## config.mk

```make
export PLATFORM = sky130hd
export DESIGN_NAME = up_bus_arbiter
export DESIGN_NICKNAME = d
export VERILOG_FILES = /design/src/rtl/up_arb_pkg.sv /design/src/rtl/up_arb_rr_pick.sv /design/src/rtl/up_bus_arbiter.sv
export SDC_FILE = /design/constraint.sdc
export NUM_CORES = 1
export LEC_CHECK = 0
export BUFFER_PORTS_ARGS = -buffer_cell sky130_fd_sc_hd__buf_2
export CORE_AREA = 3 3 151 153
export DETAILED_ROUTE_END_ITERATION = 8
export DIE_AREA = 0 0 154 156
export SYNTH_ARGS = -nofsm -noshare
export SYNTH_HDL_FRONTEND = slang
export SYNTH_SLANG_ARGS = --single-unit
```

## constraint.sdc

```tcl
create_clock -name clk -period 1.6 [get_ports clk]
set_input_delay 0.08 -clock clk [delete_from_list [all_inputs] [get_ports clk]]
set_output_delay 0.08 -clock clk [all_outputs]
set_load 0.02 [all_outputs]
```

## src/rtl/up_arb_pkg.sv

```systemverilog
// Shared types for the uP bus arbiter: FSM states, transaction source encoding and
// the default read-timeout error word.
package up_arb_pkg;

  typedef enum logic [1:0] {
    IDLE = 2'd0,
    BUSY = 2'd1,
    ACK  = 2'd2
  } state_t;

  // bit 1 = master index, bit 0 = read
  typedef enum logic [1:0] {
    M0_W = 2'b00,
    M0_R = 2'b01,
    M1_W = 2'b10,
    M1_R = 2'b11
  } src_t;

  localparam logic [31:0] ERR_DATA_DEFAULT = 32'hDEADBEEF;

  function automatic logic src_master(input src_t s);
    return s[1];
  endfunction

  function automatic logic src_is_read(input src_t s);
    return s[0];
  endfunction

endpackage

```

## src/rtl/up_arb_rr_pick.sv

```systemverilog
// Combinational two-master picker: the pointer master wins if it has anything pending,
// otherwise the other master; within the winning master a write beats a read.
module up_arb_rr_pick
  import up_arb_pkg::*;
(
  input  logic i_m0_wreq,
  input  logic i_m0_rreq,
  input  logic i_m1_wreq,
  input  logic i_m1_rreq,
  input  logic i_ptr,
  output logic o_valid,
  output src_t o_src
);

  logic w_has0;
  logic w_has1;
  logic w_master;
  logic w_write;

  always_comb begin
    w_has0   = i_m0_wreq | i_m0_rreq;
    w_has1   = i_m1_wreq | i_m1_rreq;
    w_master = i_ptr ? w_has1 : ~w_has0;
    w_write  = w_master ? i_m1_wreq : i_m0_wreq;
    o_valid  = w_has0 | w_has1;
    o_src    = src_t'({w_master, ~w_write});
  end

endmodule

```

## src/rtl/up_bus_arbiter.sv

```systemverilog
// Round-robin arbiter sharing one uP register slave between two uP bus masters,
// one transaction outstanding, with a per-transaction slave-ack timeout.
module up_bus_arbiter
  import up_arb_pkg::*;
#(
  parameter int unsigned ADDRESS_WIDTH  = 32,
  parameter int unsigned TIMEOUT_CYCLES = 255,
  parameter logic [31:0] ERR_DATA       = ERR_DATA_DEFAULT
) (
  input  logic                     clk,
  input  logic                     rst,
  input  logic                     m0_wreq,
  input  logic [ADDRESS_WIDTH-3:0] m0_waddr,
  input  logic [31:0]              m0_wdata,
  output logic                     m0_wack,
  input  logic                     m0_rreq,
  input  logic [ADDRESS_WIDTH-3:0] m0_raddr,
  output logic [31:0]              m0_rdata,
  output logic                     m0_rack,
  input  logic                     m1_wreq,
  input  logic [ADDRESS_WIDTH-3:0] m1_waddr,
  input  logic [31:0]              m1_wdata,
  output logic                     m1_wack,
  input  logic                     m1_rreq,
  input  logic [ADDRESS_WIDTH-3:0] m1_raddr,
  output logic [31:0]              m1_rdata,
  output logic                     m1_rack,
  output logic                     s_wreq,
  output logic [ADDRESS_WIDTH-3:0] s_waddr,
  output logic [31:0]              s_wdata,
  input  logic                     s_wack,
  output logic                     s_rreq,
  output logic [ADDRESS_WIDTH-3:0] s_raddr,
  input  logic [31:0]              s_rdata,
  input  logic                     s_rack,
  output logic                     grant,
  output logic                     timeout
);

  localparam int unsigned CW = $clog2(TIMEOUT_CYCLES + 1);
  localparam logic [CW-1:0] CNT_LAST = CW'(TIMEOUT_CYCLES - 1);

  state_t                   r_state;
  state_t                   w_state_nxt;
  src_t                     r_src;
  logic                     r_ptr;
  logic                     r_grant;
  logic                     r_timeout;
  logic [ADDRESS_WIDTH-3:0] r_addr;
  logic [31:0]              r_wdata;
  logic [31:0]              r_rdata;
  logic [CW-1:0]            r_cnt;

  logic                     w_valid;
  src_t                     w_pick;
  logic                     w_slave_ack;
  logic                     w_cnt_hit;
  logic                     w_busy;
  logic                     w_ack;

  up_arb_rr_pick u_pick (
    .i_m0_wreq (m0_wreq),
    .i_m0_rreq (m0_rreq),
    .i_m1_wreq (m1_wreq),
    .i_m1_rreq (m1_rreq),
    .i_ptr     (r_ptr),
    .o_valid   (w_valid),
    .o_src     (w_pick)
  );

  always_ff @(posedge clk) begin
    if (rst) r_state <= IDLE;
    else     r_state <= w_state_nxt;
  end

  // Only the ack matching the granted channel counts; a hit and an ack together
  // resolve as a normal completion.
  always_comb begin
    w_state_nxt = r_state;
    w_slave_ack = src_is_read(r_src) ? s_rack : s_wack;
    w_cnt_hit   = (r_cnt == CNT_LAST);
    unique case (r_state)
      IDLE:    if (w_valid) w_state_nxt = BUSY;
      BUSY:    if (w_slave_ack || w_cnt_hit) w_state_nxt = ACK;
      ACK:     w_state_nxt = IDLE;
      default: w_state_nxt = IDLE;
    endcase
  end

  always_ff @(posedge clk) begin
    if (rst) begin
      r_src     <= M0_W;
      r_ptr     <= 1'b0;
      r_grant   <= 1'b0;
      r_timeout <= 1'b0;
      r_addr    <= '0;
      r_wdata   <= '0;
      r_rdata   <= '0;
      r_cnt     <= '0;
    end else begin
      r_timeout <= 1'b0;
      unique case (r_state)
        IDLE: begin
          if (w_valid) begin
            r_src   <= w_pick;
            r_grant <= src_master(w_pick);
            r_wdata <= src_master(w_pick) ? m1_wdata : m0_wdata;
            r_cnt   <= '0;
            unique case (w_pick)
              M0_W: r_addr <= m0_waddr;
              M0_R: r_addr <= m0_raddr;
              M1_W: r_addr <= m1_waddr;
              M1_R: r_addr <= m1_raddr;
              default: r_addr <= '0;
            endcase
          end
        end
        BUSY: begin
          if (w_slave_ack) begin
            r_rdata <= s_rdata;
          end else if (w_cnt_hit) begin
            r_rdata   <= ERR_DATA;
            r_timeout <= 1'b1;
          end else begin
            r_cnt <= r_cnt + 1'b1;
          end
          if (w_slave_ack || w_cnt_hit) r_ptr <= ~src_master(r_src);
        end
        default: ;
      endcase
    end
  end

  always_comb begin
    w_busy   = (r_state == BUSY);
    w_ack    = (r_state == ACK);
    s_wreq   = w_busy & ~src_is_read(r_src);
    s_rreq   = w_busy &  src_is_read(r_src);
    s_waddr  = r_addr;
    s_raddr  = r_addr;
    s_wdata  = r_wdata;
    m0_wack  = w_ack & (r_src == M0_W);
    m0_rack  = w_ack & (r_src == M0_R);
    m1_wack  = w_ack & (r_src == M1_W);
    m1_rack  = w_ack & (r_src == M1_R);
    m0_rdata = m0_rack ? r_rdata : '0;
    m1_rdata = m1_rack ? r_rdata : '0;
    grant    = r_grant;
    timeout  = r_timeout;
  end

endmodule

```

Word level (Yosys, flattened, before mapping)

Index checks and enable logic that the tools add are counted.

Eq/ne operators: 13
Bitwise logic cells: 14
Add/subtract/negate cells: 1
Mux-type cells: 17
Reductions and logical operators: 12

Operators by type and width:

| kind                | number |
|---|---|
| $mux 32             | 5 |
| $pmux 30 s4         | 1 |
| $mux 8              | 3 |
| $pmux 8 s2          | 1 |
| $eq 2x2->1 const B  | 5 |
| $add 8x1->8 const B | 1 |
| $eq 8x8->1 const B  | 1 |
| $reduce_and 2->1    | 4 |
| $and 1x1->1         | 6 |
| $eq 2x1->1 const B  | 3 |
| $logic_not 2->1     | 3 |
| $not 1->1           | 5 |
| $mux 1              | 4 |
| $mux 2              | 2 |
| $ne 2x1->1 const B  | 2 |
| $ne 2x2->1 const B  | 2 |
| $pmux 2 s2          | 1 |
| $reduce_and 4->1    | 1 |
| $reduce_bool 2->1   | 2 |
| $or 1x1->1          | 3 |
| $reduce_or 3->1     | 1 |
| $logic_or 1x1->1    | 1 |

Input port bits: 224
Word-level logic and storage cells: 66
Register bits: 109
Output and inout bits: 164

Longest topological paths before layout

Gate-level depths: netlist of run 1.

Word-level depth: 7
Gate-level depth with buffers: 7
Gate-level depth less buffers: 6

Hierarchy

A second synthesis of run 1 with hierarchy kept.

Cell total of the unflattened synthesis: 600
Area total of the unflattened synthesis: 5644.2 µm²

By module, submodules not included:

| module         | sequential area each (µm²) | cells each | times used | area each (µm²) |
|---|---|---|---|---|
| up_bus_arbiter | 2162.1                     | 592        | 1          | 5592.9 |
| up_arb_rr_pick | 0.0                        | 8          | 1          | 51.3 |

Worst setup path before layout of run 1

Ideal clock, no wire load.

Path kind: reg-to-reg
Start point: register r_src[0]
End point: register r_rdata[10]
Data arrival time: 1.511 ns
Path slack: -0.030 ns
Cell stages (with the launch flop): 7
Required time: 1.481 ns
Path buffers: 2
Period minus slack after synthesis: 1.630 ns
Setup time: 0.119 ns
Path through: dfxtp_1 > buf_2 > mux2_2 > a41oi_2 > nor2_1 > buf_2 > o221a_2

Word-level cells in the longest chain between the ends: 3
Elaborated cells on any way between the ends: 4
Those cells by class: 2 x mux; 2 x reduce/logical

RTL lines:

| what                               | line                  | source |
|---|---|---|
| start, declared                    | up_bus_arbiter.sv:45  | `src_t r_src;` |
| start signal, assigned             | up_bus_arbiter.sv:105 | `r_src <= w_pick;` |
| $mux 1 (*)                         | up_bus_arbiter.sv:80  | `w_slave_ack = src_is_read(r_src) ? s_rack : s_wack;` |
| $reduce_bool 2->1 (no source line) | -                     |  |
| $reduce_and 2->1 (no source line)  | -                     |  |
| end signal, assigned               | up_bus_arbiter.sv:120 | `r_rdata <= s_rdata;` |
| end, declared                      | up_bus_arbiter.sv:51  | `logic [31:0] r_rdata;` |

Every way passes the cells marked *; elsewhere a longest branch is shown, timed or not.
A chain may end at the register's enable or synchronous reset.

Worst setup path in the final report of run 1

Start point: register r_state[1]
End point: output m1_rdata[11]

Word-level cells in the longest chain between the ends: 3

RTL lines:

| what                   | line                  | source |
|---|---|---|
| start, declared        | up_bus_arbiter.sv:43  | `state_t r_state;` |
| start signal, assigned | up_bus_arbiter.sv:73  | `else r_state <= w_state_nxt;` |
| $eq 2x2->1             | up_bus_arbiter.sv:136 | `w_ack = (r_state == ACK);` |
| $and 1x1->1            | up_bus_arbiter.sv:145 | `m1_rack = w_ack & (r_src == M1_R);` |
| $mux 32                | up_bus_arbiter.sv:147 | `m1_rdata = m1_rack ? r_rdata : '0;` |
| end, declared          | up_bus_arbiter.sv:26  | `output logic [31:0] m1_rdata,` |

Every way passes these cells.

==> results of run 1 <==
==> logic make-up (layout without fill, tap and decap cells) <==
group                      after synthesis  after routing  share of synthesized area, %
and+or+nand+nor                        249            251                          21.6
AOI/OAI and AO/OA                      219            219                          25.5
DFF                                    108            108                          37.9
buffers and inverters                   96            598                          8.82
muxes                                   32             32                          5.73
adders and majority gates                2              2                         0.439
==> final cells by class <==
class	count	area [um^2]
well taps	280	350
repair buffers	580	4490
inverters	2	7.51
multi-input cells	504	3420
fillers	2004	11000
clock buffers	10	229
flip-flops and latches	108	2170
clock inverters	6	56.3
==> cell usage after synthesis, types with 3 or more instances <==
cell,number
mux2_2,5
buf_4,30
nand4_1,4
a222oi_1,4
a31oi_1,60
nand2_1,112
mux2i_1,27
buf_1,3
buf_2,12
dfxtp_1,108
clkbuf_1,47
or2_2,3
o221a_2,24
nand3_1,32
o211ai_1,27
o21ai_0,70
nor3_1,4
o21ai_1,5
a21oi_1,17
and2_1,68
a211oi_1,3
nor2_1,8
==> metrics by stage <==
stage	utilization, %	area, um^2	worst slack (ps)
4_1_cts	47.1	10200	-193
5_1_grt	49.4	10700	-303
6_report	49.4	10700	-236
3_3_place_gp	36.8	7980	-255
2_1_floorplan	-	5710	8.42
3_5_place_dp	36.8	7980	-299
==> routing by layer <==
metal / up-vias / wire length, um
met5: - / 0
li1: 3531 / -
met1: 3427 / 10700
met4: 0 / 1090
met3: 67 / 1850
met2: 362 / 14300
==> repair_timing <==
| action | 4_1_cts | 5_1_grt |
|---|---|---|
| gates cloned | 4 | 9 |
| hold buffers | 121 | 0 |
| endpoints found under the hold margin | 89 | 0 |
| gates resized for setup | 193 | 84 |
| buffers inserted | 9 | 9 |
| pin swaps | 18 | 63 |
| endpoints found under the setup margin | 155 | 149 |
==> where the power goes <==
part / switching [mW] / internal (mW) / total (mW) / leakage [nW]
clock: 1.13 / 1.09 / 2.23 / 0.137
sequential: 0.250 / 3.00 / 3.25 / 0.894
combinational: 1.65 / 1.37 / 3.02 / 3.95
==> worst reg2reg max path, cell delays in order, from the launching register on <==
cell and delay, ps:
dfxtp_4 390, or3b_4 400, and2_4 200, a222oi_1 430, a21oi_1 120
==> path summary, 6_finish.rpt <==
| path | slack [ps] | end | from | depth (start not counted) |
|---|---|---|---|---|
| max | -240 | m1_rdata[11] | r_state[1] | 7 |
| min | 30 | s_raddr[7] | m0_raddr[7] | 3 |
| max reg2reg | -70 | s_raddr[16] | r_ptr | 4 |
| min reg2reg | 510 | r_rdata[8] | r_rdata[8] | 2 |
==> sequential cells by signal, indices dropped and copies added, names as in the netlist <==
name	cells
r_cnt	8
r_ptr	1
r_rdata	32
r_src	2
r_state	2
s_raddr	30
s_wdata	32
timeout	1
==> flow_summary.ini, run 1 <==
[logic_synthesis]
yosysSeqAreaShare_pct = 37.9
yosys_warnings = 0
synth_area_leaders = dfxtp_1, and2_1, nand2_1
synth.ff_latch_count = 108
ys_async_sr_fraction_pct = 0
synth_top_area_cell = dfxtp_1
ys_types = 44
synth_top_flop_cell = dfxtp_1
netlist_instances = 706
yosys.area.top_type_share_pct = 37.9
synth_fp_nets = 932
synth-edff-count = 0
synth_area_mm2 = 0.00570
syn_area_per_cell_um2 = 8.08

[worst_setup_path]
path_class = reg -> out
max_stage_delay_ps = 350
crit_family = simple AND/OR/NAND/NOR gates
critPathCaptureType = output port
crit_slowest_cell = dfxtp_2
worstPathCellList = buf_6 > nor2b_4 > buf_4 > and3_4 > buf_12 > and2_1 > buf_6
crit_fanout = 17
cp_common_cell = buf_6
cp-start-kind = flop
required_ps = 1520
crit_buf_inv = 4
cp.arrival_ps = 1760

[global_route]
grt_max_degree = 57
grt-busiest-layer = met2
grt_antenna_before_repair = 0
grt_overflow = 0
use_met2_pct = 37.1
grt_usage_pct = 21.0
grt_pass1_wl_um = 40000
use_met1_pct = 24.5
grtUsageMet3_pct = 4.66
grt_pass1_vias = 7108

[status]
status = complete, but fails checks
failed_checks = negative setup slack

[flow_run]
maxCapViolations = 0

[cells_and_area]
final_cell_count_no_fill = 1490
layout_commonest_cell = buf_2
drive_gt1_share_pct = 50.1
nets = 1431
layout_common_cells = buf_2, dlygate4sd3_1, dfxtp_1, nand2_1, buf_6
syn_to_final_growth_pct = 88.1
diodes = 0

[floorplanning]
core-area_mm2 = 0.0217
io_pins = 388
die_w_um = 154
fp.dieH_um = 156
rows = 54
initial_core_util_pct = 26.3
dieArea_mm2 = 0.0240

[drt]
via_per_inst = 4.96
final_antenna_net_count = 0
drt_wl_total_um = 28000
drtPass1Iterations = 5
drc = 0
wire_per_inst_um = 18.8
num_vias = 7387
drt_iter0_markers = 515

[cts]
cts_root_buf = clkbuf_16
cts_made_buffers = 9
cts.clk_slew.worst_paths_ps = 70
clk_latency_ps = 360
clockBufferDepth = 2
cts_max_level = 3
tritoncts = done
clock-sinks = 108

[timing]
hold_ws_ps = 25.2
hold_viol_final = 0
maxSlewHeadroom_pct = 69.0
fin_crit_sh_pct = 115
rsz0062_at_grt = yes
tightest_slew_ps = 465
period_minus_slack_ps = 1840
fmax_mhz = 545
fin_skew_ps = 10.1
slew_violations = 0
setup_ws_ps = -236
setup_viol = 92
tns_ps = -12410

[placed_design]
placed_cells = 1326
portBuffers = 387
place.gp.congestion = 0.856
hpwlAfterDp_um = 17900

[pwr]
power.total_mw = 8.49
p_leak_nw = 4.98
vdd_ir_drop_max_mv = 0.370
powerDensity_mw_per_mm2 = 792

[min_path]
min_path_type = in -> reg
Note: power is estimated with default switching activity, not from simulation.
==> run 2: changes to the inputs <==
BUFFER_PORTS_ARGS = -buffer_cell sky130_fd_sc_hd__buf_4   (was -buffer_cell sky130_fd_sc_hd__buf_2)
==> run 2 against run 1 <==
The run still ends with negative setup slack left. Setup slack better by 100 ps. Cell count up 0.87%. Combinational power grew 20%. Largest cell class unchanged. Critical endpoint is now m1_rdata[19].
==> flow_summary.ini, run 2 (synthesis results as in run 1) <==
[status]
status = complete, but fails checks
failed_checks = negative setup slack

[timing]
setup_viol = 125
slew_violations = 0
hold_ws_ps = 19.8
tightest_slew_ps = 505
maxSlewHeadroom_pct = 66.3
rsz0062_at_grt = yes
setup_ws_ps = -135
fin_skew_ps = 16.0
fmax_mhz = 576
fin_crit_sh_pct = 108
hold_viol_final = 0
period_minus_slack_ps = 1730

[cts]
cts_root_buf = clkbuf_16
clk_latency_ps = 360
clockBufferDepth = 2
clock-sinks = 108
cts.clk_slew.worst_paths_ps = 80
cts_made_buffers = 9
cts_max_level = 3
tritoncts = done

[drt]
final_antenna_net_count = 0
via_per_inst = 5.03
drc = 0
num_vias = 7561
drt_wl_total_um = 29200
drtPass1Iterations = 5
drt_iter0_markers = 469
wire_per_inst_um = 19.4

[cells_and_area]
fin_area_mm2 = 0.0118
nets = 1444
syn_to_final_growth_pct = 107
drive_gt1_share_pct = 51.3
layout_commonest_cell = buf_4
diodes = 0
layout_common_cells = buf_4, dlygate4sd3_1, dfxtp_1, nand2_1, buf_6
fillers = 1891

[floorplanning]
initial_core_util_pct = 26.3
io_pins = 388
fp.dieH_um = 156
rows = 54
core-area_mm2 = 0.0217
die_w_um = 154
dieArea_mm2 = 0.0240

[placed_design]
hpwlAfterDp_um = 18700
place.gp.congestion = 0.812
dp_slack_ps = -340
placed_area_mm2 = 0.00894
portBuffers = 387

[global_route]
grt_max_degree = 58
grt_pass1_vias = 7337
grt_overflow = 0
grt_pass1_wl_um = 40000
grt_usage_pct = 20.8
grt_antenna_before_repair = 0

[worst_setup_path]
cp-start-kind = flop
crit_fanout = 16
path_class = reg -> out
required_ps = 1520
critPathCaptureType = output port
cp.arrival_ps = 1650

[flow_run]
maxCapViolations = 0

[pwr]
p_leak_nw = 5.35
vdd_ir_drop_max_mv = 0.409
powerDensity_mw_per_mm2 = 784

[min_path]
min_path_type = in -> reg
[run 2: cell count changes in the layout (fill, tap and decap cells not counted), moves of 2 or more]
cell | before | now
and2_4 | 47 | 45
buf_12 | 13 | 17
buf_2 | 319 | 0
buf_4 | 38 | 365
buf_6 | 79 | 71
buf_8 | 1 | 6
clkbuf_16 | 14 | 19
dfxtp_1 | 104 | 97
dfxtp_2 | 3 | 11
ha_2 | 2 | 0
ha_4 | 0 | 2
nand2_1 | 87 | 89
o21ai_0 | 70 | 58
o21ai_1 | 5 | 17
[run 2: layout make-up]
type / instances / area (um^2) / share of cell area [%]
multi-input cells: 504 / 3460 / 29.3
flip-flops and latches: 108 / 2180 / 18.4
inverters: 2 / 7.51 / 0.0636
clock buffers: 10 / 229 / 1.94
repair buffers: 593 / 5510 / 46.7
well taps: 280 / 350 / 2.97
clock inverters: 6 / 72.6 / 0.615
[run 2: report_power, final]
| group | switching (mW) | internal (mW) |
|---|---|---|
| Combinational | 1.75 | 1.87 |
| Clock | 1.13 | 1.24 |
| Sequential | 0.257 | 3.00 |
| Total | 3.14 | 6.11 |
[run 2: timing repair]
| item | CTS | global route |
|---|---|---|
| pin swaps | 11 | 81 |
| hold buffers | 121 | 0 |
| setup endpoints to repair | 143 | 153 |
| gates cloned | 4 | 13 |
| setup buffers | 7 | 18 |
| endpoints found under the hold margin | 89 | 0 |
| resized for setup | 61 | 172 |
[run 2: through the flow]
step	TNS [ps]	utilization [%]	power, mW	cells
floorplan	0	-	4.69	706
global placement	-8740	41.2	6.01	1325
detailed placement	-9440	41.2	6.03	1325
CTS	-9510	49.9	8.78	1473
global route	-14630	54.4	9.67	1503
finish	-7080	54.4	9.25	1503
[run 2: final timing paths]
path	from	to	slack (ps)	depth (start not counted)
worst max-delay path	r_state[0]	m1_rdata[19]	-130	6
worst min-delay path	m0_waddr[5]	s_raddr[5]	20	3
worst max register to register	r_ptr	s_raddr[3]	-110	5
worst min register to register	r_rdata[29]	r_rdata[29]	500	2
[run 2: per-layer routing]
layer | vias to the layer above | track usage (%) | routed length [um]
li1 | 3566 | - | -
met1 | 3546 | 24.2 | 11300
met2 | 372 | 36.6 | 14600
met3 | 77 | 4.83 | 2050
met4 | 0 | 9.21 | 1150
met5 | - | 0 | 0
[run 2: worst max-delay path: stages (launching register included)]
cell,delay (ps)
dfxtp_2,340
buf_6,120
nor2b_4,130
and3_4,240
clkbuf_16,170
and2_1,160
buf_6,120
